$ cat config.mk
export PLATFORM = sky130hd
export DESIGN_NAME = imem_loader
export DESIGN_NICKNAME = d
export VERILOG_FILES = /design/src/rtl/imem_loader_pkg.sv /design/src/rtl/word_packer.sv /design/src/rtl/imem_loader.sv
export SDC_FILE = /design/constraint.sdc
export NUM_CORES = 1
export LEC_CHECK = 0
export ABC_AREA = 1
export CAP_MARGIN = 20
export CORE_MARGIN = 2
export CORE_UTILIZATION = 30
export CTS_BUF_LIST = sky130_fd_sc_hd__clkbuf_16
export DETAILED_ROUTE_END_ITERATION = 7
export PLACE_DENSITY_LB_ADDON = 0.05
export SKIP_CTS_REPAIR_TIMING = 1
export SLEW_MARGIN = 20
export SYNTH_ARGS = -nofsm -noshare
export SYNTH_HDL_FRONTEND = slang
export SYNTH_SLANG_ARGS = --single-unit
$ cat constraint.sdc
create_clock -name clk -period 2.35 [get_ports clk]
set_input_delay 0.5875 -clock clk [delete_from_list [all_inputs] [get_ports clk]]
set_output_delay 0.5875 -clock clk [all_outputs]
set_load 0.005 [all_outputs]
$ cat src/rtl/imem_loader_pkg.sv
// Shared state encoding and stream header constants for the instruction-memory loader.
package imem_loader_pkg;

  localparam int LEN_W  = 16;
  localparam int CSUM_W = 8;

  typedef enum logic [2:0] {
    S_IDLE,
    S_LEN_HI,
    S_LEN_LO,
    S_DATA,
    S_CHECK,
    S_DONE,
    S_ERROR
  } state_t;

endpackage

$ cat src/rtl/word_packer.sv
// Packs incoming bytes big-endian into 32-bit words and emits one write strobe per word.
module word_packer #(
  parameter logic [31:0] BASE_ADDR = 32'h0000_0000
) (
  input  logic        clk,
  input  logic        rst_n,
  input  logic        clear,
  input  logic        byte_en,
  input  logic [7:0]  byte_in,
  output logic        wr_en,
  output logic [31:0] wr_addr,
  output logic [31:0] wr_data
);

  logic [23:0] shift;
  logic [1:0]  lane;
  logic [31:0] word_idx;

  always_ff @(posedge clk) begin
    if (!rst_n) begin
      shift    <= '0;
      lane     <= '0;
      word_idx <= '0;
      wr_en    <= 1'b0;
      wr_addr  <= '0;
      wr_data  <= '0;
    end else begin
      wr_en <= 1'b0;
      if (clear) begin
        lane     <= '0;
        word_idx <= '0;
      end else if (byte_en) begin
        lane <= lane + 2'd1;
        if (lane == 2'd3) begin
          // Address and data stay put after the strobe until the next word lands.
          wr_en    <= 1'b1;
          wr_data  <= {shift, byte_in};
          wr_addr  <= BASE_ADDR + {word_idx[29:0], 2'b00};
          word_idx <= word_idx + 32'd1;
        end else begin
          shift <= {shift[15:0], byte_in};
        end
      end
    end
  end

endmodule

$ cat src/rtl/imem_loader.sv
// Byte-stream boot loader: parses length header, writes words to instruction memory, verifies XOR checksum.
module imem_loader
  import imem_loader_pkg::*;
#(
  parameter int          ADDR_WIDTH = 8,
  parameter logic [31:0] BASE_ADDR  = 32'h0000_0000
) (
  input  logic        clk,
  input  logic        rst_n,
  input  logic        start,
  input  logic [7:0]  byte_in,
  input  logic        byte_valid,
  output logic        byte_ready,
  output logic        im_wr_en,
  output logic [31:0] im_wr_addr,
  output logic [31:0] im_wr_data,
  output logic        pc_hold,
  output logic        busy,
  output logic        done,
  output logic        error
);

  state_t              state, next_state;
  logic [7:0]          len_hi;
  logic [CSUM_W-1:0]   csum;
  logic [LEN_W+1:0]    byte_cnt;
  logic                clear;
  logic                xfer;
  logic [LEN_W-1:0]    len_word;
  logic                too_long;

  assign byte_ready = (state == S_LEN_HI) || (state == S_LEN_LO) ||
                      (state == S_DATA)   || (state == S_CHECK);
  assign busy       = byte_ready;
  assign done       = (state == S_DONE);
  assign error      = (state == S_ERROR);
  assign pc_hold    = (state != S_DONE);

  assign xfer     = byte_valid && byte_ready;
  assign len_word = {len_hi, byte_in};
  assign too_long = 32'(len_word) > (32'd1 << ADDR_WIDTH);

  always_ff @(posedge clk) begin
    if (!rst_n) state <= S_IDLE;
    else        state <= next_state;
  end

  always_comb begin
    next_state = state;
    clear      = 1'b0;
    case (state)
      S_IDLE, S_DONE, S_ERROR: begin
        if (start) begin
          next_state = S_LEN_HI;
          clear      = 1'b1;
        end
      end
      S_LEN_HI: if (xfer) next_state = S_LEN_LO;
      S_LEN_LO: begin
        if (xfer) begin
          if (too_long)              next_state = S_ERROR;
          else if (len_word == '0)   next_state = S_CHECK;
          else                       next_state = S_DATA;
        end
      end
      S_DATA:  if (xfer && byte_cnt == 18'd1) next_state = S_CHECK;
      S_CHECK: if (xfer) next_state = (byte_in == csum) ? S_DONE : S_ERROR;
      default: next_state = S_IDLE;
    endcase
  end

  // Header/checksum datapath; byte_cnt holds the number of data bytes still owed.
  always_ff @(posedge clk) begin
    if (!rst_n) begin
      len_hi   <= '0;
      csum     <= '0;
      byte_cnt <= '0;
    end else if (clear) begin
      csum     <= '0;
      byte_cnt <= '0;
    end else if (xfer) begin
      case (state)
        S_LEN_HI: begin
          len_hi <= byte_in;
          csum   <= csum ^ byte_in;
        end
        S_LEN_LO: begin
          byte_cnt <= {len_word, 2'b00};
          csum     <= csum ^ byte_in;
        end
        S_DATA: begin
          byte_cnt <= byte_cnt - 18'd1;
          csum     <= csum ^ byte_in;
        end
        default: ;
      endcase
    end
  end

  word_packer #(.BASE_ADDR(BASE_ADDR)) u_packer (
    .clk     (clk),
    .rst_n   (rst_n),
    .clear   (clear),
    .byte_en (xfer && (state == S_DATA)),
    .byte_in (byte_in),
    .wr_en   (im_wr_en),
    .wr_addr (im_wr_addr),
    .wr_data (im_wr_data)
  );

endmodule

# After elaboration in Yosys (flattened, before gate mapping)
# Cells that the tools add are included.
dict set report totals {
  elab_cells 67
  input_bits 12
  regBits 158
}
dict set report op_classes {
  magnitude_cmp 1
  eq_ne 15
  n_reduce_logical 20
  bitwise_logic 5
  n_addsub 3
  mux 13
}
# operator n
set op_table {}
lappend op_table {{18-bit one-hot mux with 2 select lines} 1}
lappend op_table {{32-bit by 1-bit adder with 32-bit output, second input constant} 1}
lappend op_table {{3-bit two-way mux} 7}
lappend op_table {{18-bit by 1-bit == test with 1-bit output, second input constant} 1}
lappend op_table {{18-bit by 1-bit subtractor with 18-bit output, second input constant} 1}
lappend op_table {{16-bit by 9-bit > comparator with 1-bit output, second input constant} 1}
lappend op_table {{16-bit zero test} 1}
lappend op_table {{3-bit one-hot mux with 5 select lines} 1}
lappend op_table {{3-bit == test, second input constant} 3}
lappend op_table {{3-bit AND reduction} 3}
lappend op_table {{3-bit OR reduction} 3}
lappend op_table {{8-bit == test} 1}
lappend op_table {{2-bit != test, second input constant} 4}
lappend op_table {{8-bit bitwise XOR} 1}
lappend op_table {{3-bit by 2-bit == test with 1-bit output, second input constant} 2}
lappend op_table {{2-bit AND reduction} 3}
lappend op_table {{5-bit AND reduction} 1}
lappend op_table {{1-bit inverter} 4}
lappend op_table {{3-bit by 1-bit == test with 1-bit output, second input constant} 1}
lappend op_table {{1-bit logical AND} 3}
lappend op_table {{3-bit zero test} 1}
lappend op_table {{1-bit logical OR} 3}
lappend op_table {{1-bit two-way mux} 3}
lappend op_table {{3-bit != test, second input constant} 1}
lappend op_table {{other kinds (6)} 6}

# Longest topological paths before layout
dict set report logic_depth {
  depth_word 8
  ltp_mapped 11
}

# By module
# Synthesis repeated with hierarchy kept, for this count alone.
dict set report hier_totals {
  cells_unflattened 1003
  area_unflattened_um2 7015.5
}
# mod area_per_inst_um2 n_inst cells_per_inst
set by_module_without_submodules {}
lappend by_module_without_submodules {word_packer 4633.2 1 620}
lappend by_module_without_submodules {imem_loader 2382.3 1 383}

# Worst setup path before layout
# No wires, ideal clock.
dict set report synth_timing {
  path_kind {in2reg}
  from {in byte_valid}
  to {reg u_packer.wr_addr[13]}
  stages 8
  setup_slack_ns 0.787
  t_arrival_ns 1.447
  path_buffers 2
  cell_sequence {inv_1 > nor2_4 > nand2_4 > clkinv_2 > buf_4 > buf_4 > nor2_1 > nor2_1}
}
dict set report synth_via {
  elab_chain_len 3
}
# item line_no
set synth_lines {}
lappend synth_lines {{start: declaration} imem_loader.sv:12} ;# input logic byte_valid,
lappend synth_lines {{1-bit logical AND} imem_loader.sv:39} ;# assign xfer = byte_valid && byte_ready;
lappend synth_lines {{1-bit logical AND} imem_loader.sv:104} ;# .byte_en (xfer && (state == S_DATA)),
lappend synth_lines {{3-bit AND reduction (no source line)} n/a}
lappend synth_lines {{end signal: assignment} word_packer.sv:38} ;# wr_addr <= BASE_ADDR + {word_idx[29:0], 2'b00};
lappend synth_lines {{end: declaration} word_packer.sv:11} ;# output logic [31:0] wr_addr,
# Every way passes these cells.
# A chain may end at the register's enable or synchronous reset.

# Worst setup path in the final report
dict set report layout_timing {
  from {reg state[2]}
  to {out busy}
}
dict set report layout_via {
  elab_chain_len 4
  elab_cells_between_ends 7
  cone_classes {4 x eq/ne; 3 x reduce/logical}
}
# item line_no
set layout_lines {}
lappend layout_lines {{start: declaration} imem_loader.sv:23} ;# state_t state, next_state;
lappend layout_lines {{start signal: assignment} imem_loader.sv:45} ;# else state <= next_state;
lappend layout_lines {{3-bit by 1-bit == test with 1-bit output / 3-bit by 2-bit == test with 1-bit output (equally long branches)} imem_loader.sv:32} ;# assign byte_ready = (state == S_LEN_HI) || (state == S_LEN_LO) ||
lappend layout_lines {{1-bit logical OR (2 in a row)} imem_loader.sv:32}
lappend layout_lines {{1-bit logical OR (*)} imem_loader.sv:33} ;# (state == S_DATA) || (state == S_CHECK);
lappend layout_lines {{end: declaration} imem_loader.sv:18} ;# output logic busy,
# Every way passes the cells marked *; elsewhere a longest branch is shown, timed or not.

==> results.txt <==
- The run finished with clean final reports.
* Ratio of cells with drive above 1 in the final layout: 0.1051
* Layout Skew: 0.01056 ns
- Compared with the post-synthesis result, the final layout area differs by 26.40%.
- Smallest setup slack after layout: 0.1254 ns
- Leakage: 3.351 nW
- Global-route wire length before repair: 33330 µm
- Footprint of the multi-input gates: 3373 µm²
- The largest single stage delay on the critical path is 0.51 ns.
* Initial Utilization: 0.3026
- The synthesized design contains 0 enable-type register cells.
* Warnings, synthesis: 0
- WL met1: 9813 µm
- The worst hold path passes through 2 cells.
- The initial antenna violation count is 0.
* PD cells: 779.4 nW/µm²
- Setup repair after global routing left no endpoint under its margin.
- Clock slew at the register clock pins of the worst setup and hold paths: 0.07 ns
- The critical path runs through a total of 4 cells.
- Sequential element share of the synthesized area: 0.4437
- On the critical path, the stage with the largest delay is an instance of sky130_fd_sc_hd__clkdlybuf4s50_1.
- The worst setup path is captured at an output pin.
* Area of the mapped netlist: 7039 µm²
* Timing startpoint of the critical path: state[2]
- TritonCTS clock tree: yes
- Fraction of post-synthesis cell area in the top cell type by area: 0.4437
- In the final design database the tool counted 1097 nets.
- Type of the most critical hold path: reg2reg
- Clock tree synthesis selected as its root buffer the cell sky130_fd_sc_hd__clkbuf_16.
* Number of inserted diodes: 0
- Most common cell in the synthesized netlist: sky130_fd_sc_hd__nor2_1
- Maximum fanout count along the critical path: 6
- The floorplan step defined a core boundary enclosing 23260 µm².
- Destination of the worst register-to-register timing path: u_packer.word_idx[24]
- GRT Overall Usage: 0.1724
- The clock passes through at most 2 buffers.
* Classification of the worst setup path: reg2out
- Htree depth: 4
* Number of max-slew violations in the final report: 0
* Routed Wire Length: 20120 µm
* Cell type group with the largest total delay on the critical path: buffers and inverters
- Floorplan row count: 56
- Floorplan die width: 157.2 µm
- Most area-hungry cell type in the Yosys netlist: sky130_fd_sc_hd__dfxtp_1
- The worst pin sits at a relative slew slack of 0.5834.
- Data arrives at the worst endpoint at 1.64 ns.
- In the final layout, flip-flops and latches occupy 3132 µm².
- In this run, the number of DRC markers left after iteration 0 of detailed routing was 334.
* Clock sink count: 156
- Count of port buffers added during placement: 79
* Top area cells in the synthesized netlist: sky130_fd_sc_hd__dfxtp_1 44%, sky130_fd_sc_hd__nor2_1 11%, sky130_fd_sc_hd__nand2_1 9.7%, sky130_fd_sc_hd__o21ai_0 7.7%, sky130_fd_sc_hd__a21oi_1 6.1%
- The die covers 24710 µm².
* Fill count: 2514
* Hold_ws: 0.4654 ns
* Data required time at the worst endpoint: 1.76 ns
* Detail Placement HPWL: 14280 µm
- Async set or reset register ratio after synthesis: 0
- Critical path endpoint: busy
- Grt total ovfl: 0
* Count of vias placed by the detailed router: 6373
* Worst reg2reg setup slack: 0.64 ns
- The floorplan step set the die height to 157.2 µm.
- Worst-case reg-to-reg path depth: 9
- Dpl ws: 0.03687 ns
* #FFs+latches synth: 156
- Using the TritonRoute via totals, the vias-per-cell ratio works out to 4.510.
- Final setup vio count: 0
- Top cells by count, synth: 200 x sky130_fd_sc_hd__nor2_1, 181 x sky130_fd_sc_hd__nand2_1, 156 x sky130_fd_sc_hd__dfxtp_1
- The congestion estimate from routability-driven global placement came to 0.8623.
* Worst IR Drop VDD: 0.3850 mV
- In the routed design, unresolved DRC markers number 0.
- In this run the critical register-to-register path is launched from u_packer.word_idx[11].
- Synth cell types: 40
* Top FF cell, synth: sky130_fd_sc_hd__dfxtp_1
- Max-cap violations: 0
- The count of endpoints failing hold in the final timing report is 0.
* Peak clock frequency supported by timing: 449.5 MHz
- Mean routed wirelength per cell: 14.24 µm
* I/O Pins: 82
- After synthesis, the mean cell area works out to 7.089 µm².
* Number of buffer and inverter instances along the worst setup path: 2
- Walking the worst path, the cells encountered are inv_2, o21ai_4, nand2_1, clkdlybuf4s50_1.
- Post-route fraction of the period consumed by the critical path: 0.9466
* Detailed-routing iteration count for the pre-antenna-repair pass: 5
- At the later pin of the worst-skew pair, clock insertion delay measures 0.44 ns.
- Num CTS Buffers: 17
* Pin count of the biggest net entering global routing: 95
- Topmost layer with routed signal wires: met4
* Slew at the pin closest to its max-slew limit: 0.6242 ns
- Cells after Synth: 993
- Subtracting the final worst setup slack from the clock period gives 2.225 ns.
* CP startpoint kind: register
* Number of global-route vias before repair: 6283
* Met3 wire len: 630 µm
* Met2 Routed Length: 9489 µm
* Number of nets with antenna violations after detailed routing: 0
per-layer routing:
layer / track usage / up-vias
li1: - / 3387
met1: 0.2299 / 2878
met4: 0.04502 / 0
met3: 0.03717 / 13
met2: 0.2828 / 95
met5: 0 / -
worst min-delay path: stages, from the launching register on:
cell,delay [ns]
sky130_fd_sc_hd__dfxtp_1,0.31
sky130_fd_sc_hd__nand2_1,0.06
sky130_fd_sc_hd__a21oi_1,0.05
how the worst min path moves through the flow:
stage	to	from	slack, ns
CTS	u_packer.lane[1]	u_packer.lane[1]	0.47
global route	csum[1]	csum[1]	0.49
floorplan	u_packer.lane[1]	u_packer.lane[1]	0.44
detailed placement	u_packer.lane[1]	u_packer.lane[1]	0.46
global placement	csum[5]	csum[5]	0.46
finish	u_packer.lane[1]	u_packer.lane[1]	0.47
stage by stage:
step | setup TNS, ns | util | instance area [µm²] | power [W] | std cells
3_3_place_gp | 0 | 0.3576 | 8318 | 0.004293 | 1381
4_1_cts | -0.3174 | 0.3818 | 8881 | 0.007020 | 1413
5_1_grt | 0 | 0.3825 | 8897 | 0.007340 | 1413
2_1_floorplan | 0 | - | 7043 | 0.003830 | 994
6_report | 0 | 0.3825 | 8897 | 0.006935 | 1413
3_5_place_dp | 0 | 0.3576 | 8318 | 0.004281 | 1381
sequential cells by signal, indices dropped and copies added, names as in the netlist:
register           count
u_packer.wr_addr      30
u_packer.wr_data      32
len_hi                 8
u_packer.shift        24
byte_cnt              18
u_packer.lane          2
state                  3
u_packer.wr_en         1
csum                   8
u_packer.word_idx     30
logic make-up after synthesis:
group                      count (synthesis)  synth area share
DFF                                      156            0.4437
xor gates and xnor gates                  17           0.02115
AOI/OAI and AO/OA                        229            0.1754
adders and majority gates                  4          0.007110
and+or+nand+nor                          462            0.2734
buffers and inverters                    124           0.07874
other                                      1         0.0005327
power by group:
part           total, W  switching [W]  internal, W  leakage [nW]
registers       0.00288       0.000116      0.00276          1.26
clock network   0.00271        0.00123      0.00148         0.282
logic           0.00135       0.000851     0.000498          1.81
total           0.00693        0.00219      0.00474          3.35
cell usage in the layout (no fill, tap or decap), types with 3 or more instances in the layout:
master | synthesis | final
sky130_fd_sc_hd__nor2_2 | 3 | 3
sky130_fd_sc_hd__nor2_1 | 200 | 200
sky130_fd_sc_hd__nor3_1 | 19 | 19
sky130_fd_sc_hd__a21oi_2 | 16 | 16
sky130_fd_sc_hd__nand2_2 | 4 | 4
sky130_fd_sc_hd__clkdlybuf4s50_1 | 0 | 78
sky130_fd_sc_hd__nand2_1 | 181 | 181
sky130_fd_sc_hd__nand3_1 | 34 | 34
sky130_fd_sc_hd__dfxtp_1 | 156 | 153
sky130_fd_sc_hd__nand4_1 | 5 | 5
sky130_fd_sc_hd__a21oi_1 | 86 | 86
sky130_fd_sc_hd__xnor2_1 | 9 | 9
sky130_fd_sc_hd__o21ai_0 | 109 | 109
sky130_fd_sc_hd__clkinv_2 | 1 | 6
sky130_fd_sc_hd__clkbuf_16 | 0 | 17
sky130_fd_sc_hd__buf_12 | 0 | 7
sky130_fd_sc_hd__inv_6 | 0 | 4
sky130_fd_sc_hd__or2_2 | 3 | 3
sky130_fd_sc_hd__buf_4 | 9 | 28
sky130_fd_sc_hd__inv_1 | 70 | 70
sky130_fd_sc_hd__xor2_1 | 8 | 8
sky130_fd_sc_hd__inv_2 | 7 | 7
sky130_fd_sc_hd__o21ai_1 | 10 | 10
sky130_fd_sc_hd__o211ai_1 | 3 | 3
sky130_fd_sc_hd__ha_1 | 4 | 4
cell type report:
class                           instances  share of cell area
Multi-Input combinational cell        714              0.3791
Sequential cell                       156              0.3520
Timing Repair Buffer                  114              0.1277
Clock buffer                           17             0.04781
Tap cell                              319             0.04486
Inverter                               78             0.03305
Clock inverter                         15             0.01547
No activity file was read; power rests on OpenSTA's default activity.
